## config.mk

```make
export PLATFORM = sky130hd
export DESIGN_NAME = uart_rx
export DESIGN_NICKNAME = d
export VERILOG_FILES = /design/src/rtl/uart_rx.sv
export SDC_FILE = /design/constraint.sdc
export NUM_CORES = 1
export LEC_CHECK = 0
export CELL_PAD_IN_SITES_DETAIL_PLACEMENT = 1
export CELL_PAD_IN_SITES_GLOBAL_PLACEMENT = 1
export CORE_MARGIN = 2
export CORE_UTILIZATION = 47
export CTS_CLUSTER_DIAMETER = 60
export DETAILED_ROUTE_END_ITERATION = 16
export PLACE_DENSITY = 0.93
export SYNTH_ARGS = -nofsm -noshare
export SYNTH_HDL_FRONTEND = slang
export SYNTH_SLANG_ARGS = --single-unit
```

## constraint.sdc

```tcl
create_clock -name clk_i -period 3.2 [get_ports clk_i]
set_input_delay 0.8 -clock clk_i [delete_from_list [all_inputs] [get_ports clk_i]]
set_output_delay 0.8 -clock clk_i [all_outputs]
set_load 0.005 [all_outputs]
```

## src/rtl/uart_rx.sv

```systemverilog
// UART receiver: 2-flop synchronized line, mid-bit sampling, and a holding register with sticky error flags.
// Define UART_RX_PARITY_EN to add one even-parity bit after the data bits.
module uart_rx #(
  parameter int DW        = 8,
  parameter int CLOCK     = 100_000_000,
  parameter int BAUD_RATE = 9600
) (
  input  logic          clk_i,
  input  logic          rst_i,
  input  logic          Rx,
  input  logic          cs,
  input  logic          re,
  output logic [DW-1:0] data_o,
  output logic          rx_valid,
  output logic          frame_err,
  output logic          overrun,
  output logic          parity_err,
  output logic          busy
);

  localparam int CPB  = CLOCK / BAUD_RATE;
  localparam int HALF = CPB / 2;
  localparam int CW   = $clog2(CPB);
  localparam int BW   = $clog2(DW + 1);

`ifdef UART_RX_PARITY_EN
  typedef enum logic [2:0] {IDLE, START, DATA, PARITY, STOP} state_t;
`else
  typedef enum logic [2:0] {IDLE, START, DATA, STOP} state_t;
`endif

  state_t          state_q, state_d;
  logic [1:0]      sync_q, sync_d;
  logic            rx_prev_q, rx_prev_d;
  logic [CW-1:0]   cnt_q, cnt_d;
  logic [BW-1:0]   bit_cnt_q, bit_cnt_d;
  logic [DW-1:0]   shift_q, shift_d;
  logic [DW-1:0]   data_q, data_d;
  logic            rx_valid_q, rx_valid_d;
  logic            frame_err_q, frame_err_d;
  logic            overrun_q, overrun_d;
  logic            busy_q, busy_d;
  logic            rx_s;
  logic            rd_req;
`ifdef UART_RX_PARITY_EN
  logic            parity_err_q, parity_err_d;
  logic            par_bad_q, par_bad_d;
`endif

  assign rx_s   = sync_q[1];
  assign rd_req = cs & re;

  always_comb begin
    state_d     = state_q;
    sync_d      = {sync_q[0], Rx};
    rx_prev_d   = rx_s;
    cnt_d       = cnt_q;
    bit_cnt_d   = bit_cnt_q;
    shift_d     = shift_q;
    data_d      = data_q;
    rx_valid_d  = rx_valid_q;
    frame_err_d = frame_err_q;
    overrun_d   = overrun_q;
`ifdef UART_RX_PARITY_EN
    parity_err_d = parity_err_q;
    par_bad_d    = par_bad_q;
`endif

    // A read clears the flags first so that a same-cycle stop sample can still set them.
    if (rd_req) begin
      rx_valid_d  = 1'b0;
      frame_err_d = 1'b0;
      overrun_d   = 1'b0;
`ifdef UART_RX_PARITY_EN
      parity_err_d = 1'b0;
`endif
    end

    case (state_q)
      IDLE: begin
        if (rx_prev_q && !rx_s) begin
          state_d = START;
          cnt_d   = '0;
        end
      end
      START: begin
        if (cnt_q == CW'(HALF - 1)) begin
          cnt_d     = '0;
          bit_cnt_d = '0;
          state_d   = rx_s ? IDLE : DATA;
        end else begin
          cnt_d = cnt_q + 1'b1;
        end
      end
      DATA: begin
        if (cnt_q == CW'(CPB - 1)) begin
          cnt_d            = '0;
          shift_d          = shift_q >> 1;
          shift_d[DW-1]    = rx_s;
          if (bit_cnt_q == BW'(DW - 1)) begin
            bit_cnt_d = '0;
`ifdef UART_RX_PARITY_EN
            state_d   = PARITY;
`else
            state_d   = STOP;
`endif
          end else begin
            bit_cnt_d = bit_cnt_q + 1'b1;
          end
        end else begin
          cnt_d = cnt_q + 1'b1;
        end
      end
`ifdef UART_RX_PARITY_EN
      PARITY: begin
        if (cnt_q == CW'(CPB - 1)) begin
          cnt_d     = '0;
          par_bad_d = (^shift_q) ^ rx_s;
          state_d   = STOP;
        end else begin
          cnt_d = cnt_q + 1'b1;
        end
      end
`endif
      STOP: begin
        if (cnt_q == CW'(CPB - 1)) begin
          cnt_d   = '0;
          state_d = IDLE;
          if (!rx_s) begin
            frame_err_d = 1'b1;
          end else if (!rx_valid_q || rd_req) begin
            data_d     = shift_q;
            rx_valid_d = 1'b1;
`ifdef UART_RX_PARITY_EN
            if (par_bad_q) parity_err_d = 1'b1;
`endif
          end else begin
            overrun_d = 1'b1;
          end
        end else begin
          cnt_d = cnt_q + 1'b1;
        end
      end
      default: state_d = IDLE;
    endcase

    busy_d = (state_d != IDLE);
  end

  always_ff @(posedge clk_i) begin
    if (rst_i) begin
      state_q     <= IDLE;
      sync_q      <= 2'b11;
      rx_prev_q   <= 1'b1;
      cnt_q       <= '0;
      bit_cnt_q   <= '0;
      shift_q     <= '0;
      data_q      <= '0;
      rx_valid_q  <= 1'b0;
      frame_err_q <= 1'b0;
      overrun_q   <= 1'b0;
      busy_q      <= 1'b0;
`ifdef UART_RX_PARITY_EN
      parity_err_q <= 1'b0;
      par_bad_q    <= 1'b0;
`endif
    end else begin
      state_q     <= state_d;
      sync_q      <= sync_d;
      rx_prev_q   <= rx_prev_d;
      cnt_q       <= cnt_d;
      bit_cnt_q   <= bit_cnt_d;
      shift_q     <= shift_d;
      data_q      <= data_d;
      rx_valid_q  <= rx_valid_d;
      frame_err_q <= frame_err_d;
      overrun_q   <= overrun_d;
      busy_q      <= busy_d;
`ifdef UART_RX_PARITY_EN
      parity_err_q <= parity_err_d;
      par_bad_q    <= par_bad_d;
`endif
    end
  end

  assign data_o    = data_q;
  assign rx_valid  = rx_valid_q;
  assign frame_err = frame_err_q;
  assign overrun   = overrun_q;
  assign busy      = busy_q;
`ifdef UART_RX_PARITY_EN
  assign parity_err = parity_err_q;
`else
  assign parity_err = 1'b0;
`endif

endmodule

```

==> summary.md, run 1 <==
| Metric | Value |
|---|---|
| Fin util | 56.5% |
| Worst-Margin Slew | 0.663 ns |
| # DRC | 0 |
| Worst Hold Class | reg -> reg |
| Endpoints failing hold | 0 |
| Most frequent cell after synthesis | dfxtp_1 |
| Critical path arrival | between 2 and 3 ns |
| Clk slew on worst S/H paths | ~0.090 ns |
| Pins over their slew limit | 0 |
| Initial antenna violation count | 0 |
| Cts bufs inserted | 5 |
| Fmax | ~410 MHz |
| Port bufs | 16 |
| Pleak | ~0.83 nW |
| Chip width | 69.3 um |
| Largest area contributor in the netlist | dfxtp_1 |
| CP Class | reg -> reg |
| Total GRT Usage | about a fifth |
| Std-Cell Rows | 23 |
| Syn Std Cell Area | roughly 0.002 mm^2 |
| Nets@finish | around 240 |
| Area Overhead vs Synth | 14.2% |
| Top post-synthesis cells by area | dfxtp_1, nor2_1, mux2i_1 |
| Post-cts hold buffer count | 0 |
| Min cycle time layout | roughly 2.4 ns |
| Count of different cell masters after synthesis | between 40 and 50 |
| Total power divided by cell area | approximately 450 mW/mm^2 |
| DR vias | 1631 |
| Drt total wl | 4.64 mm |
| CP required | 3.40 ns |
| Post-route design area | about 0.0023 mm^2 |
| Area share of the largest cell type after synthesis | 43.9% |
| Post-DP HPWL | around 3.2 mm |
| Slew headroom | 55.8% |
| Clock latency on the worst-skew pair | 0.31 ns |
| Total grt overflow | 0 |
| Core area | 0.00406 mm^2 |
| Mean routed wirelength per cell | between 15 and 20 um |
| Post_cts resized | 0 |
| Share of cells above drive strength 1 | about a tenth |
| Number of max-cap violations | 0 |
| Prevailing post-synth register cell | dfxtp_1 |
| DRT Pass-1 Iters | 4 |
| Via/cell ratio | ~5.8 |
| CP Launch Type | register |
| Total negative setup slack | 0 ns |
| Number of synthesized flops with an enable pin | 0 |
| RSZ-0062 raised after global routing | false |
| CP endpoint kind | register |
| CTS tree | built |
| First-pass GRT wire length | between 8 and 9 mm |
| Outcome | finished, final reports clean |
| Max VDD drop | 0.356 mV |
| Initial drt markers | 91 |
| Ys async rst share | 0% |
| Routability cong. | 0.881 |
| Clock sink count | 44 |
| Chip height | between 60 and 70 um |
| Postcts setup bufs | 0 |
| Post-synth top cells | dfxtp_1, nor2_1, nand2_1, nand3_1, a21oi_1 |
| Vias in the first global route | between 1.5k and 2k |
| Final-report setup violation count | 0 |
| Dpl cell area | approximately 0.0022 mm^2 |
| Starting Density | between 40% and 50% |
| Die area | between 0.004 and 0.005 mm^2 |
| Hold WS | ~0.43 ns |
| Syn Inst Count | about 220 |
| Final worst slack | 0.786 ns |
| Worst slack, placed | between 0.8 and 0.9 ns |
| Syn_area_per_cell | slightly above 9 um^2 |
| FF+latch count, synth | 44 |
| Sequential fraction of the synthesis area | between 40% and 50% |
| Worst Skew | between 0.006 and 0.007 ns |
| Top Ports | 18 |
| CP Max Fanout | 16 |
| YS warnings | 0 |
| Root buffer cell | clkbuf_8 |
| Largest net degree at the start of global routing | 20 |
| H-tree level count | 2 |
| Number of antenna diodes | 0 |
| Detail Route Antenna Nets | 0 |
| CTS Buffer Depth | 2 |
| Final Cycle Share | approximately 75% |
## critical path, cell delays in order (launching register included)
cell	delay (ns)
dfxtp_1	0.39
ha_1	0.23
and4_1	0.22
and4_1	0.64
nand4_2	0.44
mux2i_1	0.31
nor2_1	0.08
## state kept, by name, summed over array words and instances, names as in the netlist
signal / cells
busy: 1
data_o: 8
state_q: 3
sync_q: 2
bit_cnt_q: 4
cnt_q: 14
rx_valid: 1
shift_q: 8
overrun: 1
frame_err: 1
rx_prev_q: 1
## per-layer routing
metal,track usage (%),up-vias,routed length (um)
met4,11.5,0,153
met1,24.6,787,1990
met3,5.09,15,149
met5,0,-,0
li1,-,797,-
met2,36.2,32,2350
## per-stage QoR
stage	power, mW	cells
2_1_floorplan	0.582	219
3_3_place_gp	0.591	274
3_5_place_dp	0.591	274
4_1_cts	1.03	282
5_1_grt	1.06	282
6_report	1.02	282
## final cells by class
class | instances | area, um^2
clock inverters | 3 | 47.5
fillers | 462 | 1770
flip-flops and latches | 44 | 881
clock buffers | 5 | 68.8
multi-input cells | 161 | 1060
inverters | 2 | 7.51
repair buffers | 17 | 168
well taps | 50 | 62.6
## worst paths after layout
kind                          from                endpoint  slack (ns)  cells after the start
min reg2reg   sync_q[0]$_SDFF_PP1_    sync_q[1]$_SDFF_PP1_        0.43                      1
max          cnt_q[0]$_SDFFE_PP0P_  data_o[2]$_SDFFE_PP0P_        0.79                      6
max reg2reg  cnt_q[0]$_SDFFE_PP0P_  data_o[2]$_SDFFE_PP0P_        0.79                      6
min           sync_q[0]$_SDFF_PP1_    sync_q[1]$_SDFF_PP1_        0.43                      1
## cells by family after synthesis
group           count (synthesis)  synth area share (%)
simple gates                  105                  28.7
flops                          44                  43.9
compound gates                 34                  13.9
buf+inv                        14                  3.68
xor+xnor                        9                  3.93
mux                             9                  4.49
fa+ha+maj                       2                  1.25
other cells                     1                 0.187
## power by group
part           internal (mW)  switching, mW  leakage [nW]  total (mW)
Sequential             0.550        0.00422         0.355       0.554
Clock                  0.235          0.208        0.0583       0.443
Combinational         0.0101         0.0145         0.420      0.0246
Total                  0.795          0.226         0.834        1.02
## placed cells by master (no fill, tap or decap), drive strengths merged, types with 5 or more instances in the layout
cell,instances
a21oi,14
and2,5
clkbuf,5
clkdlybuf4s50,16
dfxtp,44
mux2i,9
nand2,21
nand3,17
nand4,7
nor2,25
xor2,7
(Power assumes the default switching activity.)
==> run 2: changes to the inputs <==
--- a/config.mk
+++ b/config.mk
@@ -8,10 +8,10 @@
 export CELL_PAD_IN_SITES_DETAIL_PLACEMENT = 1
 export CELL_PAD_IN_SITES_GLOBAL_PLACEMENT = 1
 export CORE_MARGIN = 2
-export CORE_UTILIZATION = 47
+export CORE_UTILIZATION = 39
 export CTS_CLUSTER_DIAMETER = 60
 export DETAILED_ROUTE_END_ITERATION = 16
-export PLACE_DENSITY = 0.93
+export PLACE_DENSITY = 0.83
 export SYNTH_ARGS = -nofsm -noshare
 export SYNTH_HDL_FRONTEND = slang
 export SYNTH_SLANG_ARGS = --single-unit
==> constraint.sdc (replaced) <==
create_clock -name clk_i -period 2 [get_ports clk_i]
set_input_delay 0.5 -clock clk_i [delete_from_list [all_inputs] [get_ports clk_i]]
set_output_delay 0.5 -clock clk_i [all_outputs]
set_load 0.005 [all_outputs]
==> summary.md, run 2 (synthesized netlist as in run 1, its figures left out) <==
| Metric | Value |
|---|---|
| Max VDD drop | roughly 0.54 mV |
| Hold WS | approximately 0.43 ns |
| Chip width | between 70 and 80 um |
| Largest Register | cnt_q |
| Commonest non-fill, non-tap cell in the layout | dfxtp_1 |
| CP required | 2.18 ns |
| Crit-path max cell delay | approximately 0.40 ns |
| Number of antenna diodes | 0 |
| Fmax | between 500 and 600 MHz |
| Core area | between 0.005 and 0.006 mm^2 |
| Starting Density | between 30% and 40% |
| Crit-path cells | ha_1 -> and4_1 -> nand4_1 -> a22o_2 -> o21bai_2 -> nor2_1 |
| Vias in the first global route | ~1.7k |
| Total negative setup slack | 0 ns |
| Share of cells above drive strength 1 | between 10% and 20% |
| First-pass GRT wire length | around 7.7 mm |
| Pins over their slew limit | 0 |
| Initial drt markers | between 40 and 50 |
| Routability cong. | around 0.80 |
| RSZ-0062 raised after global routing | false |
| CP Class | reg -> reg |
| Worst Skew | roughly 0.0077 ns |
| Total GRT Usage | 17.6% |
| Hold Crit Depth | 1 |
| Detail Route Antenna Nets | 0 |
| Number of max-cap violations | 0 |
| Clock latency on the worst-skew pair | approximately 0.30 ns |
| Outcome | finished, final reports clean |
| Clock sink count | 44 |
| Port bufs | 16 |
| Endpoints failing hold | 0 |
| Mean routed wirelength per cell | between 10 and 15 um |
| CP endpoint kind | register |
| Top Ports | 18 |
| Root buffer cell | clkbuf_8 |
| DR vias | 1628 |
| Clk slew on worst S/H paths | approximately 0.090 ns |
| Drt total wl | between 4 and 5 mm |
| Critical path arrival | between 2 and 2.5 ns |
| Largest net degree at the start of global routing | 16 |
| Via/cell ratio | approximately 5.2 |
| Final Cycle Share | between 90% and 100% |
| Postcts setup bufs | 0 |
| CTS Buffer Depth | 2 |
| CTS tree | built |
| Post-cts hold buffer count | 0 |
| Nets@finish | roughly 250 |
| Chip height | 75.7 um |
| Total power divided by cell area | between 600 and 700 mW/mm^2 |
| Area Overhead vs Synth | 19.9% |
| Total Power Consumption | 1.64 mW |
| Worst Reg2Reg Path Length in Cells | 6 |
| Initial antenna violation count | 0 |
| # DRC | 0 |
| H-tree level count | 2 |
| CP Launch Type | register |
| Cts bufs inserted | 5 |
| Slowest CP cell | a22o_2 |
| Final-report setup violation count | 0 |
| Min cycle time layout | 1.86 ns |
| Die area | 0.00574 mm^2 |
| CP Max Fanout | 9 |
| Commonest cells after routing, fill and taps aside | dfxtp_1, nor2_1, nand2_1, nand3_1, clkdlybuf4s50_1 |
| Post-DP HPWL | 3.34 mm |
| DRT Pass-1 Iters | 4 |
| Worst Hold Class | reg -> reg |
| Pleak | 0.884 nW |
| Std-Cell Rows | 26 |
| Total grt overflow | 0 |
| Number of flip-flops in the largest register | 14 |
[run 2: timing repair]
action / CTS / global route
endpoints found under the setup margin: 8 / 22
pin swaps: 0 / 1
resized for setup: 1 / 3
hold endpoints to repair: 0 / 0
gates cloned: 0 / 1
[run 2: worst max-delay path: cells and delay by family (launching register included)]
kind	cells	cell delay [ns]
adders and majority gates	1	0.24
DFF	1	0.37
AOI/OAI and AO/OA	2	0.66
and+or+nand+nor	3	0.48
[run 2: cell type report]
type / count / area, um^2
fillers: 586 / 2640
multi-input cells: 162 / 1080
flip-flops and latches: 44 / 881
repair buffers: 26 / 235
well taps: 70 / 87.6
clock buffers: 5 / 68.8
clock inverters: 3 / 46.3
inverters: 2 / 7.51
[run 2: through the flow]
step,setup slack (ns),utilization (%),cells,area (um^2)
global placement,0.0282,45.0,303,2270
global route,0.00115,47.7,312,2410
finish,0.137,47.7,312,2410
floorplan,0.250,-,219,2010
detailed placement,-0.0655,45.0,303,2270
CTS,0.0150,47.4,311,2390
[run 2: layer usage]
metal | wire [um] | GRT usage [%] | vias to the layer above
met5 | 0 | 0 | -
met3 | 132 | 3.44 | 7
li1 | - | - | 818
met4 | 85 | 6.24 | 0
met2 | 2180 | 29.0 | 22
met1 | 2260 | 23.0 | 781
[run 2: final timing paths]
check,start,endpoint,slack (ns)
worst max register to register,cnt_q[1]$_SDFFE_PP0P_,cnt_q[12]$_SDFFE_PP0P_,0.14
worst max-delay path,cnt_q[1]$_SDFFE_PP0P_,cnt_q[12]$_SDFFE_PP0P_,0.14
worst min register to register,sync_q[0]$_SDFF_PP1_,sync_q[1]$_SDFF_PP1_,0.43
worst min-delay path,sync_q[0]$_SDFF_PP1_,sync_q[1]$_SDFF_PP1_,0.43
[run 2: power by group]
group / switching, mW / leakage [nW] / internal (mW) / total, mW
clock: 0.327 / 0.0548 / 0.376 / 0.703
combinational: 0.0293 / 0.474 / 0.0234 / 0.0527
sequential: 0.00365 / 0.355 / 0.879 / 0.883
total: 0.360 / 0.884 / 1.28 / 1.64
==> run 3: changes to the inputs <==
--- a/config.mk
+++ b/config.mk
@@ -8,10 +8,10 @@
 export CELL_PAD_IN_SITES_DETAIL_PLACEMENT = 1
 export CELL_PAD_IN_SITES_GLOBAL_PLACEMENT = 1
 export CORE_MARGIN = 2
-export CORE_UTILIZATION = 39
+export CORE_UTILIZATION = 30
 export CTS_CLUSTER_DIAMETER = 60
 export DETAILED_ROUTE_END_ITERATION = 16
-export PLACE_DENSITY = 0.83
+export PLACE_DENSITY = 0.69
 export SYNTH_ARGS = -nofsm -noshare
 export SYNTH_HDL_FRONTEND = slang
 export SYNTH_SLANG_ARGS = --single-unit
==> summary.md, run 3 (synthesized netlist as in run 1, its figures left out) <==
| Metric | Value |
|---|---|
| Endpoints failing hold | 0 |
| CP Max Fanout | 6 |
| Top delay family on crit path | simple AND/OR/NAND/NOR gates |
| Filler cell count | roughly 750 |
| Post-DP HPWL | about 3.3 mm |
| Fmax | roughly 540 MHz |
| CP Class | reg -> reg |
| CTS Buffer Depth | 2 |
| Total Power Consumption | 1.64 mW |
| Share of cells above drive strength 1 | around 15% |
| Pins over their slew limit | 0 |
| Vias in the first global route | 1656 |
| Initial antenna violation count | 0 |
| Core area | roughly 0.0064 mm^2 |
| Clk slew on worst S/H paths | about 0.09 ns |
| Total negative setup slack | 0 ns |
| DR vias | about 1.7k |
| Commonest cells after routing, fill and taps aside | dfxtp_1, nor2_1, nand2_1, nand3_1, clkdlybuf4s50_1 |
| CP required | ~2.2 ns |
| Number of max-cap violations | 0 |
| Detail Route Antenna Nets | 0 |
| Drt total wl | 4.84 mm |
| Crit path buffers/inverters | 1 |
| Post-cts hold buffer count | 0 |
| CP Depth | 7 |
| Footprint of the multi-input gates | between 0.001 and 0.0015 mm^2 |
| Worst Hold Class | reg -> reg |
| Number of flip-flops in the largest register | 14 |
| Largest net degree at the start of global routing | 30 |
| Worst flop-to-flop path startpoint | cnt_q[1]$_SDFFE_PP0P_ |
| CTS tree | built |
| Port bufs | 16 |
| # DRC | 0 |
| Total GRT Usage | 13.8% |
| Via/cell ratio | just over 5 |
| H-tree level count | 2 |
| FF-to-FF End | bit_cnt_q[3]$_SDFFE_PP0P_ |
| CP endpoint kind | register |
| Die area | 0.00736 mm^2 |
| Min cycle time layout | roughly 1.9 ns |
| Std-Cell Rows | 29 |
| Crit-path max cell delay | between 0.3 and 0.4 ns |
| Largest Register | cnt_q |
| Worst setup path start | cnt_q[1]$_SDFFE_PP0P_ |
| Commonest non-fill, non-tap cell in the layout | dfxtp_1 |
| RSZ-0062 raised after global routing | false |
| Worst Reg2Reg Path Length in Cells | 7 |
| Worst Skew | 0.00752 ns |
| Total grt overflow | 0 |
| R2R Setup Slk | 0.15 ns |
| Slowest CP cell | dfxtp_1 |
| Pleak | between 0.8 and 0.9 nW |
| Critical path arrival | roughly 2.1 ns |
| Final Cycle Share | 92.7% |
| Number of antenna diodes | 0 |
| Total power divided by cell area | slightly below 700 mW/mm^2 |
| Clock sink count | 44 |
| CP Capture Point | bit_cnt_q[3]$_SDFFE_PP0P_ |
| First-pass GRT wire length | between 8 and 9 mm |
| Initial drt markers | ~80 |
| Top Ports | 18 |
| Chip width | around 86 um |
| Crit-path cells | ha_1 -> buf_4 -> and2_1 -> and4_1 -> a22oi_4 -> or3b_1 -> a21oi_1 |
| Nets@finish | roughly 250 |
| Starting Density | 31.2% |
| Outcome | finished, final reports clean |
| Mean routed wirelength per cell | around 15 um |
| Clock latency on the worst-skew pair | around 0.30 ns |
| CP Launch Type | register |
| Reg area | 881 um^2 |
| Chip height | approximately 86 um |
| Area Overhead vs Synth | 21.3% |
| Max VDD drop | roughly 0.36 mV |
| Routability cong. | 0.756 |
| Root buffer cell | clkbuf_8 |
| DRT Pass-1 Iters | 4 |
| Cts bufs inserted | 5 |
| Final-report setup violation count | 0 |
==> run 3: how the worst min path moves through the flow <==
stage / cells past startpoint / start / endpoint
after floorplan: 1 / sync_q[0]$_SDFF_PP1_ / sync_q[1]$_SDFF_PP1_
after global placement: 1 / sync_q[0]$_SDFF_PP1_ / sync_q[1]$_SDFF_PP1_
after global routing: 1 / sync_q[0]$_SDFF_PP1_ / sync_q[1]$_SDFF_PP1_
after detailed placement: 1 / sync_q[0]$_SDFF_PP1_ / sync_q[1]$_SDFF_PP1_
after CTS: 1 / sync_q[0]$_SDFF_PP1_ / sync_q[1]$_SDFF_PP1_
final: 1 / sync_q[0]$_SDFF_PP1_ / sync_q[1]$_SDFF_PP1_
==> run 3: layer usage <==
metal  share of wire (%)  vias to the layer above  wire, um  track usage [%]
li1                    -                      820         -                -
met1                  50                      814      2400             18.9
met2                  47                       17      2280             21.9
met3                 1.7                        6        80             2.60
met4                 1.6                        0        77             4.91
met5                   0                        -         0                0
==> run 3: cell type report <==
class,count,area share (%)
well taps,77,3.96
clock buffers,5,2.83
flip-flops and latches,44,36.2
multi-input cells,162,44.3
repair buffers,27,10.5
inverters,2,0.308
clock inverters,3,1.90
==> run 3: worst reg2reg max path: cells and delay by family (launching register included) <==
family | cells | cell delay, ns
AND/OR/NAND/NOR | 3 | 0.84
flip-flops | 1 | 0.38
AO/OA/AOI/OAI | 2 | 0.26
adder cells (fa/ha/maj) | 1 | 0.18
buffers and inverters | 1 | 0.13
==> run 3: stage by stage <==
step	hold WS, ns	cell area [um^2]	std cells	util [%]	worst slack, ns
final	0.417	2430	320	37.9	0.146
after global routing	0.425	2430	320	37.9	0.0232
after CTS	0.419	2420	319	37.7	0.0703
after detailed placement	0.396	2300	311	35.7	0.000604
after global placement	0.392	2300	311	35.7	0.0419
after floorplan	0.389	2010	219	-	0.250
==> run 3: report_power, final <==
| group | internal [mW] | switching [mW] | leakage, nW |
|---|---|---|---|
| registers | 0.879 | 0.00361 | 0.355 |
| clock network | 0.376 | 0.327 | 0.0548 |
| logic | 0.0236 | 0.0305 | 0.485 |
==> run 3: timing repair <==
action	CTS	global route
buffers inserted	0	0
pin swaps	0	1
setup endpoints to repair	8	12
gates cloned	0	1
resized for setup	1	2
